**src/rtl/bm_pkg.sv**
```systemverilog
// Shared block-map geometry, controller state type and the block-fill LFSR step.
package bm_pkg;

    localparam int MAP_COLS  = 17;
    localparam int MAP_ROWS  = 13;
    localparam int MAP_DEPTH = MAP_COLS * MAP_ROWS;
    localparam int ADDR_W    = 9;

    typedef enum logic {
        ST_IDLE = 1'b0,
        ST_INIT = 1'b1
    } state_t;

    // Fibonacci LFSR x^16 + x^14 + x^13 + x^11 + 1, shifting toward bit 0.
    function automatic logic [15:0] lfsr_next(input logic [15:0] s);
        return {s[0] ^ s[2] ^ s[3] ^ s[5], s[15:1]};
    endfunction

endpackage

```
**src/rtl/map_write_ctrl_if.sv**
```systemverilog
// Explosion-clear request handshake plus the block-map RAM write port.
interface map_write_ctrl_if;
    import bm_pkg::*;

    logic              exp_valid;
    logic [ADDR_W-1:0] exp_addr;
    logic              exp_ready;
    logic              we;
    logic [ADDR_W-1:0] waddr;
    logic              wdata;

    // Requester side: issues clear requests and observes the RAM writes.
    modport master (
        output exp_valid, exp_addr,
        input  exp_ready, we, waddr, wdata
    );

    // Controller side: accepts requests and owns the RAM write port.
    modport slave (
        input  exp_valid, exp_addr,
        output exp_ready, we, waddr, wdata
    );

endinterface

```
**src/rtl/map_write_ctrl_req_fifo.sv**
```systemverilog
// Small synchronous request queue holding pending explosion-clear addresses.
module req_fifo
    import bm_pkg::*;
#(
    parameter int DEPTH = 4,
    parameter int WIDTH = ADDR_W
)(
    input  logic                       clk,
    input  logic                       reset,
    input  logic                       i_flush,
    input  logic                       i_push,
    input  logic [WIDTH-1:0]           i_din,
    input  logic                       i_pop,
    output logic [WIDTH-1:0]           o_dout,
    output logic                       o_full,
    output logic                       o_empty,
    output logic [$clog2(DEPTH+1)-1:0] o_count
);

    localparam int PTR_W = $clog2(DEPTH);
    localparam int CNT_W = $clog2(DEPTH + 1);

    logic [WIDTH-1:0] r_mem [DEPTH];
    logic [PTR_W-1:0] r_wr_ptr;
    logic [PTR_W-1:0] r_rd_ptr;
    logic [CNT_W-1:0] r_count;
    logic             w_push;
    logic             w_pop;

    assign o_full  = (r_count == CNT_W'(DEPTH));
    assign o_empty = (r_count == '0);
    assign w_push  = i_push && !o_full;
    assign w_pop   = i_pop && !o_empty;
    assign o_dout  = r_mem[r_rd_ptr];
    assign o_count = r_count;

    // Pointer and occupancy bookkeeping; a flush empties the queue without touching storage.
    always_ff @(posedge clk) begin
        if (reset || i_flush) begin
            r_wr_ptr <= '0;
            r_rd_ptr <= '0;
            r_count  <= '0;
        end else begin
            if (w_push) r_wr_ptr <= r_wr_ptr + PTR_W'(1);
            if (w_pop)  r_rd_ptr <= r_rd_ptr + PTR_W'(1);
            case ({w_push, w_pop})
                2'b10:   r_count <= r_count + CNT_W'(1);
                2'b01:   r_count <= r_count - CNT_W'(1);
                default: r_count <= r_count;
            endcase
        end
    end

    // Entry storage; an entry is only read after it has been written, so no reset is needed.
    always_ff @(posedge clk) begin
        if (w_push) r_mem[r_wr_ptr] <= i_din;
    end

endmodule

```
**src/rtl/map_write_ctrl.sv**
```systemverilog
// Sole owner of the block-map RAM write port: full-map initialisation sweeps
// with LFSR-filled blocks, and queued explosion clears, both gated to blanking.
module map_write_ctrl
    import bm_pkg::*;
#(
    parameter int          MAP_COLS   = bm_pkg::MAP_COLS,
    parameter int          MAP_ROWS   = bm_pkg::MAP_ROWS,
    parameter int          FIFO_DEPTH = 4,
    parameter logic [15:0] LFSR_SEED  = 16'hACE1,
    parameter bit          GATE_BLANK = 1'b1
)(
    input  logic             clk,
    input  logic             reset,
    input  logic             display_on,
    input  logic             init_start,
    map_write_ctrl_if.slave  bus,
    output logic             init_done,
    output logic             busy
);

    localparam int DEPTH = MAP_COLS * MAP_ROWS;
    localparam int ROW_W = $clog2(MAP_ROWS);
    localparam int COL_W = $clog2(MAP_COLS);
    localparam int CNT_W = $clog2(FIFO_DEPTH + 1);

    state_t            r_state;
    state_t            w_state_nxt;
    logic [ROW_W-1:0]  r_row;
    logic [ROW_W-1:0]  w_row_nxt;
    logic [COL_W-1:0]  r_col;
    logic [COL_W-1:0]  w_col_nxt;
    logic [ADDR_W-1:0] r_addr;
    logic [ADDR_W-1:0] w_addr_nxt;
    logic [15:0]       r_lfsr;

    logic              r_we;
    logic              w_we_nxt;
    logic [ADDR_W-1:0] r_waddr;
    logic [ADDR_W-1:0] w_waddr_nxt;
    logic              r_wdata;
    logic              w_wdata_nxt;
    logic              r_last;
    logic              w_last_nxt;
    logic              r_init_done;

    logic              w_eligible;
    logic              w_block;
    logic              w_exp_ready;
    logic              w_fifo_push;
    logic              w_fifo_pop;
    logic              w_fifo_flush;
    logic [ADDR_W-1:0] w_fifo_head;
    logic              w_fifo_full;
    logic              w_fifo_empty;
    logic [CNT_W-1:0]  w_fifo_count;

    // A write may only be launched while the display is blanked (unless gating is disabled).
    assign w_eligible = !GATE_BLANK || !display_on;

    // Block present unless the LFSR says empty, the cell is a pillar, or it is a spawn cell.
    assign w_block = (r_lfsr[1:0] != 2'b00)
                  && !(r_row[0] && r_col[0])
                  && !((r_addr == ADDR_W'(0)) || (r_addr == ADDR_W'(1))
                       || (r_addr == ADDR_W'(MAP_COLS)));

    assign w_fifo_push   = bus.exp_valid && w_exp_ready;
    assign bus.exp_ready = w_exp_ready;
    assign bus.we        = r_we;
    assign bus.waddr     = r_waddr;
    assign bus.wdata     = r_wdata;
    assign init_done     = r_init_done;
    assign busy          = (r_state == ST_INIT) || (w_fifo_count != '0);

    req_fifo #(
        .DEPTH (FIFO_DEPTH),
        .WIDTH (ADDR_W)
    ) u_req_fifo (
        .clk     (clk),
        .reset   (reset),
        .i_flush (w_fifo_flush),
        .i_push  (w_fifo_push),
        .i_din   (bus.exp_addr),
        .i_pop   (w_fifo_pop),
        .o_dout  (w_fifo_head),
        .o_full  (w_fifo_full),
        .o_empty (w_fifo_empty),
        .o_count (w_fifo_count)
    );

    // Next-state, sweep counters and the single write-port decision for this cycle.
    always_comb begin
        w_state_nxt  = r_state;
        w_row_nxt    = r_row;
        w_col_nxt    = r_col;
        w_addr_nxt   = r_addr;
        w_we_nxt     = 1'b0;
        w_waddr_nxt  = r_waddr;
        w_wdata_nxt  = r_wdata;
        w_last_nxt   = 1'b0;
        w_fifo_pop   = 1'b0;
        w_fifo_flush = 1'b0;
        w_exp_ready  = 1'b0;
        case (r_state)
            ST_IDLE: begin
                w_exp_ready = !init_start && !w_fifo_full;
                if (init_start) begin
                    // Pending clears are discarded: the sweep rewrites every cell anyway.
                    w_state_nxt  = ST_INIT;
                    w_row_nxt    = '0;
                    w_col_nxt    = '0;
                    w_addr_nxt   = '0;
                    w_fifo_flush = 1'b1;
                end else if (!w_fifo_empty && w_eligible) begin
                    w_fifo_pop = 1'b1;
                    // Out-of-range addresses are consumed without touching the RAM.
                    if (w_fifo_head < ADDR_W'(DEPTH)) begin
                        w_we_nxt    = 1'b1;
                        w_waddr_nxt = w_fifo_head;
                        w_wdata_nxt = 1'b0;
                    end
                end
            end
            ST_INIT: begin
                if (w_eligible) begin
                    w_we_nxt    = 1'b1;
                    w_waddr_nxt = r_addr;
                    w_wdata_nxt = w_block;
                    if (r_addr == ADDR_W'(DEPTH - 1)) begin
                        w_state_nxt = ST_IDLE;
                        w_last_nxt  = 1'b1;
                    end else begin
                        w_addr_nxt = r_addr + ADDR_W'(1);
                        if (r_col == COL_W'(MAP_COLS - 1)) begin
                            w_col_nxt = '0;
                            w_row_nxt = r_row + ROW_W'(1);
                        end else begin
                            w_col_nxt = r_col + COL_W'(1);
                        end
                    end
                end
            end
            default: w_state_nxt = ST_IDLE;
        endcase
    end

    // State, counters, free-running LFSR and registered write-port / done outputs.
    always_ff @(posedge clk) begin
        if (reset) begin
            r_state     <= ST_IDLE;
            r_row       <= '0;
            r_col       <= '0;
            r_addr      <= '0;
            r_lfsr      <= LFSR_SEED;
            r_we        <= 1'b0;
            r_waddr     <= '0;
            r_wdata     <= 1'b0;
            r_last      <= 1'b0;
            r_init_done <= 1'b0;
        end else begin
            r_state     <= w_state_nxt;
            r_row       <= w_row_nxt;
            r_col       <= w_col_nxt;
            r_addr      <= w_addr_nxt;
            r_lfsr      <= lfsr_next(r_lfsr);
            r_we        <= w_we_nxt;
            r_waddr     <= w_waddr_nxt;
            r_wdata     <= w_wdata_nxt;
            // Done trails the final write by one cycle so it follows the last RAM update.
            r_last      <= w_last_nxt;
            r_init_done <= r_last;
        end
    end

endmodule

```
**src/flat_wrapper.sv**
```systemverilog
// flat-port wrapper written by rule: the top's interface ports become plain ports
module map_write_ctrl_flat import bm_pkg::*;
#(
    parameter int          MAP_COLS   = bm_pkg::MAP_COLS,
    parameter int          MAP_ROWS   = bm_pkg::MAP_ROWS,
    parameter int          FIFO_DEPTH = 4,
    parameter logic [15:0] LFSR_SEED  = 16'hACE1,
    parameter bit          GATE_BLANK = 1'b1
)
  (clk, reset, display_on, init_start, init_done, busy, bus_exp_valid, bus_exp_addr, bus_exp_ready, bus_we, bus_waddr, bus_wdata);
  map_write_ctrl_if bus_i ();
  input  logic clk;
  input  logic reset;
  input  logic display_on;
  input  logic init_start;
  output logic init_done;
  output logic busy;
  input wire logic [$bits(bus_i.exp_valid)-1:0] bus_exp_valid;
  input wire logic [$bits(bus_i.exp_addr)-1:0] bus_exp_addr;
  output wire logic [$bits(bus_i.exp_ready)-1:0] bus_exp_ready;
  output wire logic [$bits(bus_i.we)-1:0] bus_we;
  output wire logic [$bits(bus_i.waddr)-1:0] bus_waddr;
  output wire logic [$bits(bus_i.wdata)-1:0] bus_wdata;
  assign bus_i.exp_valid = bus_exp_valid;
  assign bus_i.exp_addr = bus_exp_addr;
  assign bus_exp_ready = bus_i.exp_ready;
  assign bus_we = bus_i.we;
  assign bus_waddr = bus_i.waddr;
  assign bus_wdata = bus_i.wdata;
  map_write_ctrl #(.MAP_COLS(MAP_COLS), .MAP_ROWS(MAP_ROWS), .FIFO_DEPTH(FIFO_DEPTH), .LFSR_SEED(LFSR_SEED), .GATE_BLANK(GATE_BLANK)) u_core (.clk(clk), .reset(reset), .display_on(display_on), .init_start(init_start), .bus(bus_i), .init_done(init_done), .busy(busy));
endmodule
```
**config.mk**
```make
export PLATFORM = sky130hd
export DESIGN_NAME = map_write_ctrl_flat
export DESIGN_NICKNAME = d
export VERILOG_FILES = /design/src/rtl/bm_pkg.sv /design/src/rtl/map_write_ctrl_if.sv /design/src/rtl/map_write_ctrl_req_fifo.sv /design/src/rtl/map_write_ctrl.sv /design/src/flat_wrapper.sv
export SDC_FILE = /design/constraint.sdc
export NUM_CORES = 1
export LEC_CHECK = 0
export CORE_MARGIN = 2
export CORE_UTILIZATION = 48
export DETAILED_ROUTE_END_ITERATION = 6
export PLACE_DENSITY = 0.67
export RECOVER_POWER = 50
export SLEW_MARGIN = 25
export SYNTH_ARGS = -nofsm -noshare
export SYNTH_HDL_FRONTEND = slang
export SYNTH_SLANG_ARGS = --single-unit
export TNS_END_PERCENT = 100
```
**constraint.sdc**
```tcl
create_clock -name clk -period 6.8 [get_ports clk]
set_input_delay 1.36 -clock clk [delete_from_list [all_inputs] [get_ports clk]]
set_output_delay 1.36 -clock clk [all_outputs]
set_load 0.03 [all_outputs]
```
==> results.cfg, run 1 <==
[sta]
fin_ws_ns = 2.22
skew_ns = 0.00631
max_slew_margin_pct = -8.62
hold_slack_ns = 0.419
post-route-period-util_pct = 67.4
min_period_ns = 4.58
fmax_ghz = 0.218
tightest_slew_ns = 1.63
rsz0062_at_grt = false
setup-violations-final = 0
slew_violations = 37
finalHoldViolations = 0
setup_tns_ns = 0

[clock_network]
cts_resized = 0
cts_num_sinks = 90
cts-root-buf = clkbuf_8
clkTransAtPathRegs_ns = 0.09
ctsHoldBuffers = 0
post-cts-setup-buffers = 0
h-tree-depth = 3
clockBufferDepth = 2
cts-buffers-inserted = 9
clk_latency_ns = 0.36
cts_tree = done

[floorplan]
core-area_um2 = 7650
die_h_um = 92.4
die_width_um = 92.4
die-area_um2 = 8530
ios = 28
start_util_pct = 49.0
rows = 32

[job]
drv_cap = 1

[logic_synthesis]
syn_area_um2 = 3750
synth_cell_types = 42
synth_most_common_cell = dfxtp_1
syn-num-nets = 319
synth.avg_cell_area_um2 = 12.8
synth_enable_flop_cells = 36
synth_commonest_cells = dfxtp_1 (54), edfxtp_1 (36), nor2_1 (25)
synth_top_area_cell = dfxtp_1
ys_warn_count = 0
postSynthRegisterBits = 90
synth-xor-area-share_pct = 4.44
synth_compound_area_share_pct = 10.0
synth_top_family_by_area = simple AND/OR/NAND/NOR gates
synthAdderAreaFrac_pct = 3.87
synthCells = 294
yosys.area_share.simple_pct = 11.7
synth_area_leaders = dfxtp_1 (29%), edfxtp_1 (29%), mux4_1 (4.2%)
synthMuxAreaShare_pct = 8.94
synthFlopType = dfxtp_1
netlist.area_leader.share_pct = 28.8
async_flop_share_pct = 0
ys_seq_area_share_pct = 57.7

[power]
finalPower_mw = 1.01
p_seq_share_pct = 58.1
p_sw_mw = 0.256
p_leak_nw = 1.51
power_frac_clock_pct = 33.7
power_density_nw_per_um2 = 237
ir_drop_mv = 0.141
swShare_pct = 25.4
p_comb_share_pct = 8.2
power.internal_mw = 0.752

[layout]
diodes = 0
area_delta_synth_final_pct = 13.6
fin_util_pct = 55.7
final_area_um2 = 4260
layoutNonFillerInstCount = 427
drive_gt1_share_pct = 12.6
fin_nets = 345
fillers = 670

[worst_hold_path]
min_path_cells = 1
hold_start = u_core.r_lfsr[12]$_SDFF_PP0_
min_to = u_core.r_lfsr[11]$_SDFF_PP1_
min_path_type = reg -> reg

[drt]
post_drt_via_cell_ratio = 5.27
wl_per_cell_um = 15.2
drc = 0
drt_iter0_markers = 93
first_pass_iters = 4
num_vias = 2249
routed_wl_um = 6500
antenna_left = 0

[placement]
portBuffers = 27
numPlacedInstances = 411
dp_hpwl_um = 4490
post_dp_cell_area_um2 = 4080
pre_cts_ws_ns = 2.21
globalplace.congestion = 0.784

[global_routing]
grt_usage_pct = 16.9
grt_antenna_before_repair = 0
grt_overflow = 0
grt_pass1_wl_um = 11100
first_global_vias = 2317
grt_max_degree = 37

[worst_setup_path]
worstReg2RegEnd = u_core.u_req_fifo.o_count[2]$_SDFFE_PP0P_
critPathArrivalTime_ns = 3.22
path_class = in -> out
path_max_fanout = 6
timing.reg2reg.setup_slack_ns = 4.07
r2r_cells = 9
endpoint_kind = output pin
r2r-start = u_core.r_state$_SDFF_PP0_
worstSetupStartpointType = primary input
critical_path_required_ns = 5.44

[outcome]
violations = max-capacitance violations, max-slew violations
status = finished with violations
cell families (layout without fill, tap and decap cells):
logic type / Yosys count / count (layout)
AOI/OAI and AO/OA: 46 / 46
adders and majority gates: 11 / 11
buffers and inverters: 25 / 56
xor gates and xnor gates: 19 / 19
and+or+nand+nor: 83 / 83
muxes: 20 / 20
DFF: 90 / 90
metal layers:
metal	wire [um]	vias up	track usage [%]	share of wire [%]
met1	2890	1097	20.6	44
met4	99	0	7.21	1.5
met5	0	-	0	0
met2	3340	24	28.6	51
li1	-	1116	-	-
met3	164	12	4.23	2.5
power groups by stage:
stage          logic, mW  clock network [mW]  registers, mW
4_1_cts           0.0860               0.352          0.586
6_report          0.0823               0.340          0.586
3_5_place_dp      0.0859                   0          0.598
3_3_place_gp      0.0840                   0          0.598
2_1_floorplan     0.0527                   0          0.601
5_1_grt           0.0910               0.373          0.588
cell usage in the layout (no fill, tap or decap), types with 2 or more instances in the layout:
cell,count
nor2b_1,14
clkbuf_8,9
dfxtp_1,54
nand2b_1,6
xnor2_1,4
mux4_1,6
o211ai_1,3
a211oi_2,9
clkdlybuf4s50_1,5
nand4_1,2
nand2_1,5
ha_1,10
or2_2,9
mux4_2,3
xor2_1,15
and3_1,8
nor3_1,5
edfxtp_1,36
inv_6,4
dlygate4sd3_1,22
mux2i_1,11
nor2_1,25
inv_1,11
and2_1,3
o2111ai_1,6
nor4_1,2
a21oi_1,17
o21ai_0,4
worst max-delay path: stages:
cell and delay, ns:
clkdlybuf4s50_1 0.48, a311oi_1 0.57, clkdlybuf4s50_1 0.81
layout make-up:
type / instances / area [um2] / share of cell area [%]
clock inverter: 7 / 60.1 / 1.41
tap: 102 / 128 / 3.00
multi-input combinational: 179 / 1460 / 34.4
inverter: 11 / 41.3 / 0.969
clock buffer: 9 / 124 / 2.91
timing repair buffer: 29 / 282 / 6.61
sequential: 90 / 2160 / 50.7
how the worst max path moves through the flow:
stage               depth (start not counted)  startpoint  slack, ns             to
floorplan                                   1  init_start       3.09  bus_exp_ready
global placement                            3  init_start       2.34  bus_exp_ready
detailed placement                          3  init_start       2.21  bus_exp_ready
CTS                                         3  init_start       2.21  bus_exp_ready
global route                                3  init_start       2.13  bus_exp_ready
finish                                      3  init_start       2.22  bus_exp_ready
sequential cells by signal (all words and copies together) (netlist names), named ones only:
name,flops
u_core.u_req_fifo.r_wr_ptr,2
u_core.bus.waddr,9
u_core.r_lfsr,16
u_core.r_col,5
u_core.init_done,1
u_core.r_addr,9
u_core.r_row,1
u_core.u_req_fifo.r_rd_ptr,2
u_core.bus.wdata,1
u_core.r_state,1
u_core.r_last,1
u_core.u_req_fifo.o_count,3
u_core.u_req_fifo.r_mem,36
u_core.bus.we,1
No activity file was read; power rests on OpenSTA's default activity.
==> run 2: changes to the inputs <==
==> constraint.sdc (replaced) <==
create_clock -name clk -period 4.8 [get_ports clk]
set_input_delay 0.96 -clock clk [delete_from_list [all_inputs] [get_ports clk]]
set_output_delay 0.96 -clock clk [all_outputs]
set_load 0.03 [all_outputs]
==> run 2 against run 1 <==
  * The flow still finishes with violations (max-capacitance violations, max-slew violations)
  * Final area barely moved
  * Utilization is essentially flat
  * Wire length is 3.3% lower
  * First-iteration DRC count down 32%
  * Critical path depth unchanged
  * Sequential power up 42%
  * Clock skew about the same
  * Critical path type unchanged
  * Critical endpoint unchanged
==> results.cfg, run 2 (synthesis results as in run 1) <==
[outcome]
status = finished with violations
violations = max-capacitance violations, max-slew violations

[worst_setup_path]
path_class = in -> out
worstSetupStartpointType = primary input
critPathLaunch = init_start
r2r-start = u_core.r_state$_SDFF_PP0_
worstReg2RegEnd = u_core.u_req_fifo.o_count[2]$_SDFFE_PP0P_
timing.reg2reg.setup_slack_ns = 2.02
path_max_fanout = 6
endpoint_kind = output pin
cp-endpoint = bus_exp_ready
critical_path_required_ns = 3.84
critPathArrivalTime_ns = 2.86
r2r_cells = 7

[clock_network]
cts_num_sinks = 90
clk_latency_ns = 0.36
ctsHoldBuffers = 0
cts_resized = 0
h-tree-depth = 3
clkTransAtPathRegs_ns = 0.08
cts-buffers-inserted = 9
cts_tree = done
clockBufferDepth = 2
cts-root-buf = clkbuf_8
post-cts-setup-buffers = 0

[placement]
post_dp_cell_area_um2 = 4090
dp_hpwl_um = 4300
portBuffers = 27
pre_cts_ws_ns = 1.08
globalplace.congestion = 0.772

[sta]
max_slew_margin_pct = -6.20
rsz0062_at_grt = false
setup_tns_ns = 0
fmax_ghz = 0.262
slew_violations = 36
min_period_ns = 3.82
tightest_slew_ns = 1.59
skew_ns = 0.00670
setup-violations-final = 0
fin_ws_ns = 0.980
post-route-period-util_pct = 79.6
hold_slack_ns = 0.416
finalHoldViolations = 0

[drt]
first_pass_iters = 4
drt_iter0_markers = 63
routed_wl_um = 6280
wl_per_cell_um = 14.7
antenna_left = 0
num_vias = 2224
drc = 0
post_drt_via_cell_ratio = 5.20

[layout]
diodes = 0
largest_reg_flops = 36
top_register = u_core.u_req_fifo.r_mem
fillers = 658
fin_util_pct = 55.7
area_delta_synth_final_pct = 13.5
drive_gt1_share_pct = 12.0
final_area_um2 = 4260
layout_commonest_cell = dfxtp_1
layout_common_cells = dfxtp_1 (54), edfxtp_1 (36), nor2_1 (25)
reg.largest.list = u_core.u_req_fifo.r_mem (36), u_core.r_lfsr (16)
fin_nets = 346

[floorplan]
core-area_um2 = 7650
rows = 32
die-area_um2 = 8530
die_h_um = 92.4
start_util_pct = 49.0
die_width_um = 92.4
ios = 28

[global_routing]
grt_max_degree = 36
grt_overflow = 0
grt_pass1_wl_um = 10600
grt_antenna_before_repair = 0
grt_usage_pct = 16.4
first_global_vias = 2196

[power]
p_leak_nw = 1.47
ir_drop_mv = 0.215
power_density_nw_per_um2 = 331

[worst_hold_path]
min_path_type = reg -> reg

[job]
drv_cap = 1
==> run 2: changes by cell type in the layout (fill, tap and decap cells not counted), sizes merged <==
| cell | before | now |
|---|---|---|
| dlygate4sd3 | 22 | 14 |
| clkbuf | 10 | 11 |
| clkinv | 2 | 1 |
| inv | 16 | 14 |
| clkinvlp | 0 | 3 |
| clkdlybuf4s50 | 5 | 13 |
==> run 2: where the power goes <==
group	switching, mW	total (mW)	internal (mW)
clock	0.271	0.462	0.191
sequential	0.0143	0.830	0.815
combinational	0.0651	0.117	0.0518
==> run 2: cell type report <==
cell class	count	area, um2	share of cell area [%]
clock inverter	7	52.6	1.23
clock buffer	9	124	2.91
inverter	11	41.3	0.970
timing repair buffer	30	285	6.70
multi-input combinational	179	1460	34.4
tap	102	128	3.00
sequential	90	2160	50.8
==> run 2: how the worst min path moves through the flow <==
stage                                 startpoint                           end  slack [ns]  depth (start not counted)
floorplan           u_core.r_lfsr[11]$_SDFF_PP1_  u_core.r_lfsr[10]$_SDFF_PP1_        0.39                          1
global placement    u_core.r_lfsr[11]$_SDFF_PP1_  u_core.r_lfsr[10]$_SDFF_PP1_        0.40                          1
detailed placement   u_core.r_lfsr[8]$_SDFF_PP0_   u_core.r_lfsr[7]$_SDFF_PP1_        0.39                          1
CTS                 u_core.r_lfsr[12]$_SDFF_PP0_  u_core.r_lfsr[11]$_SDFF_PP1_        0.42                          1
global route        u_core.r_lfsr[11]$_SDFF_PP1_  u_core.r_lfsr[10]$_SDFF_PP1_        0.44                          1
finish              u_core.r_lfsr[12]$_SDFF_PP0_  u_core.r_lfsr[11]$_SDFF_PP1_        0.42                          1
==> run 2: critical path, stage by stage <==
cell,delay (ns)
dlygate4sd3_1,0.59
a311oi_1,0.53
clkdlybuf4s50_1,0.78
==> run 2: per-stage QoR <==
stage                     power (mW)  cells
after floorplan                0.926    294
after global placement         0.968    412
after detailed placement       0.969    412
after CTS                       1.43    428
after global routing            1.47    428
final                           1.41    428
==> run 2: per-layer routing <==
metal / vias up / global-route usage [%] / share of wire [%]
met5: - / 0 / 0
met4: 0 / 6.09 / 1.8
met3: 10 / 5.37 / 3.2
met2: 34 / 27.1 / 50
met1: 1067 / 20.0 / 45
li1: 1113 / - / -
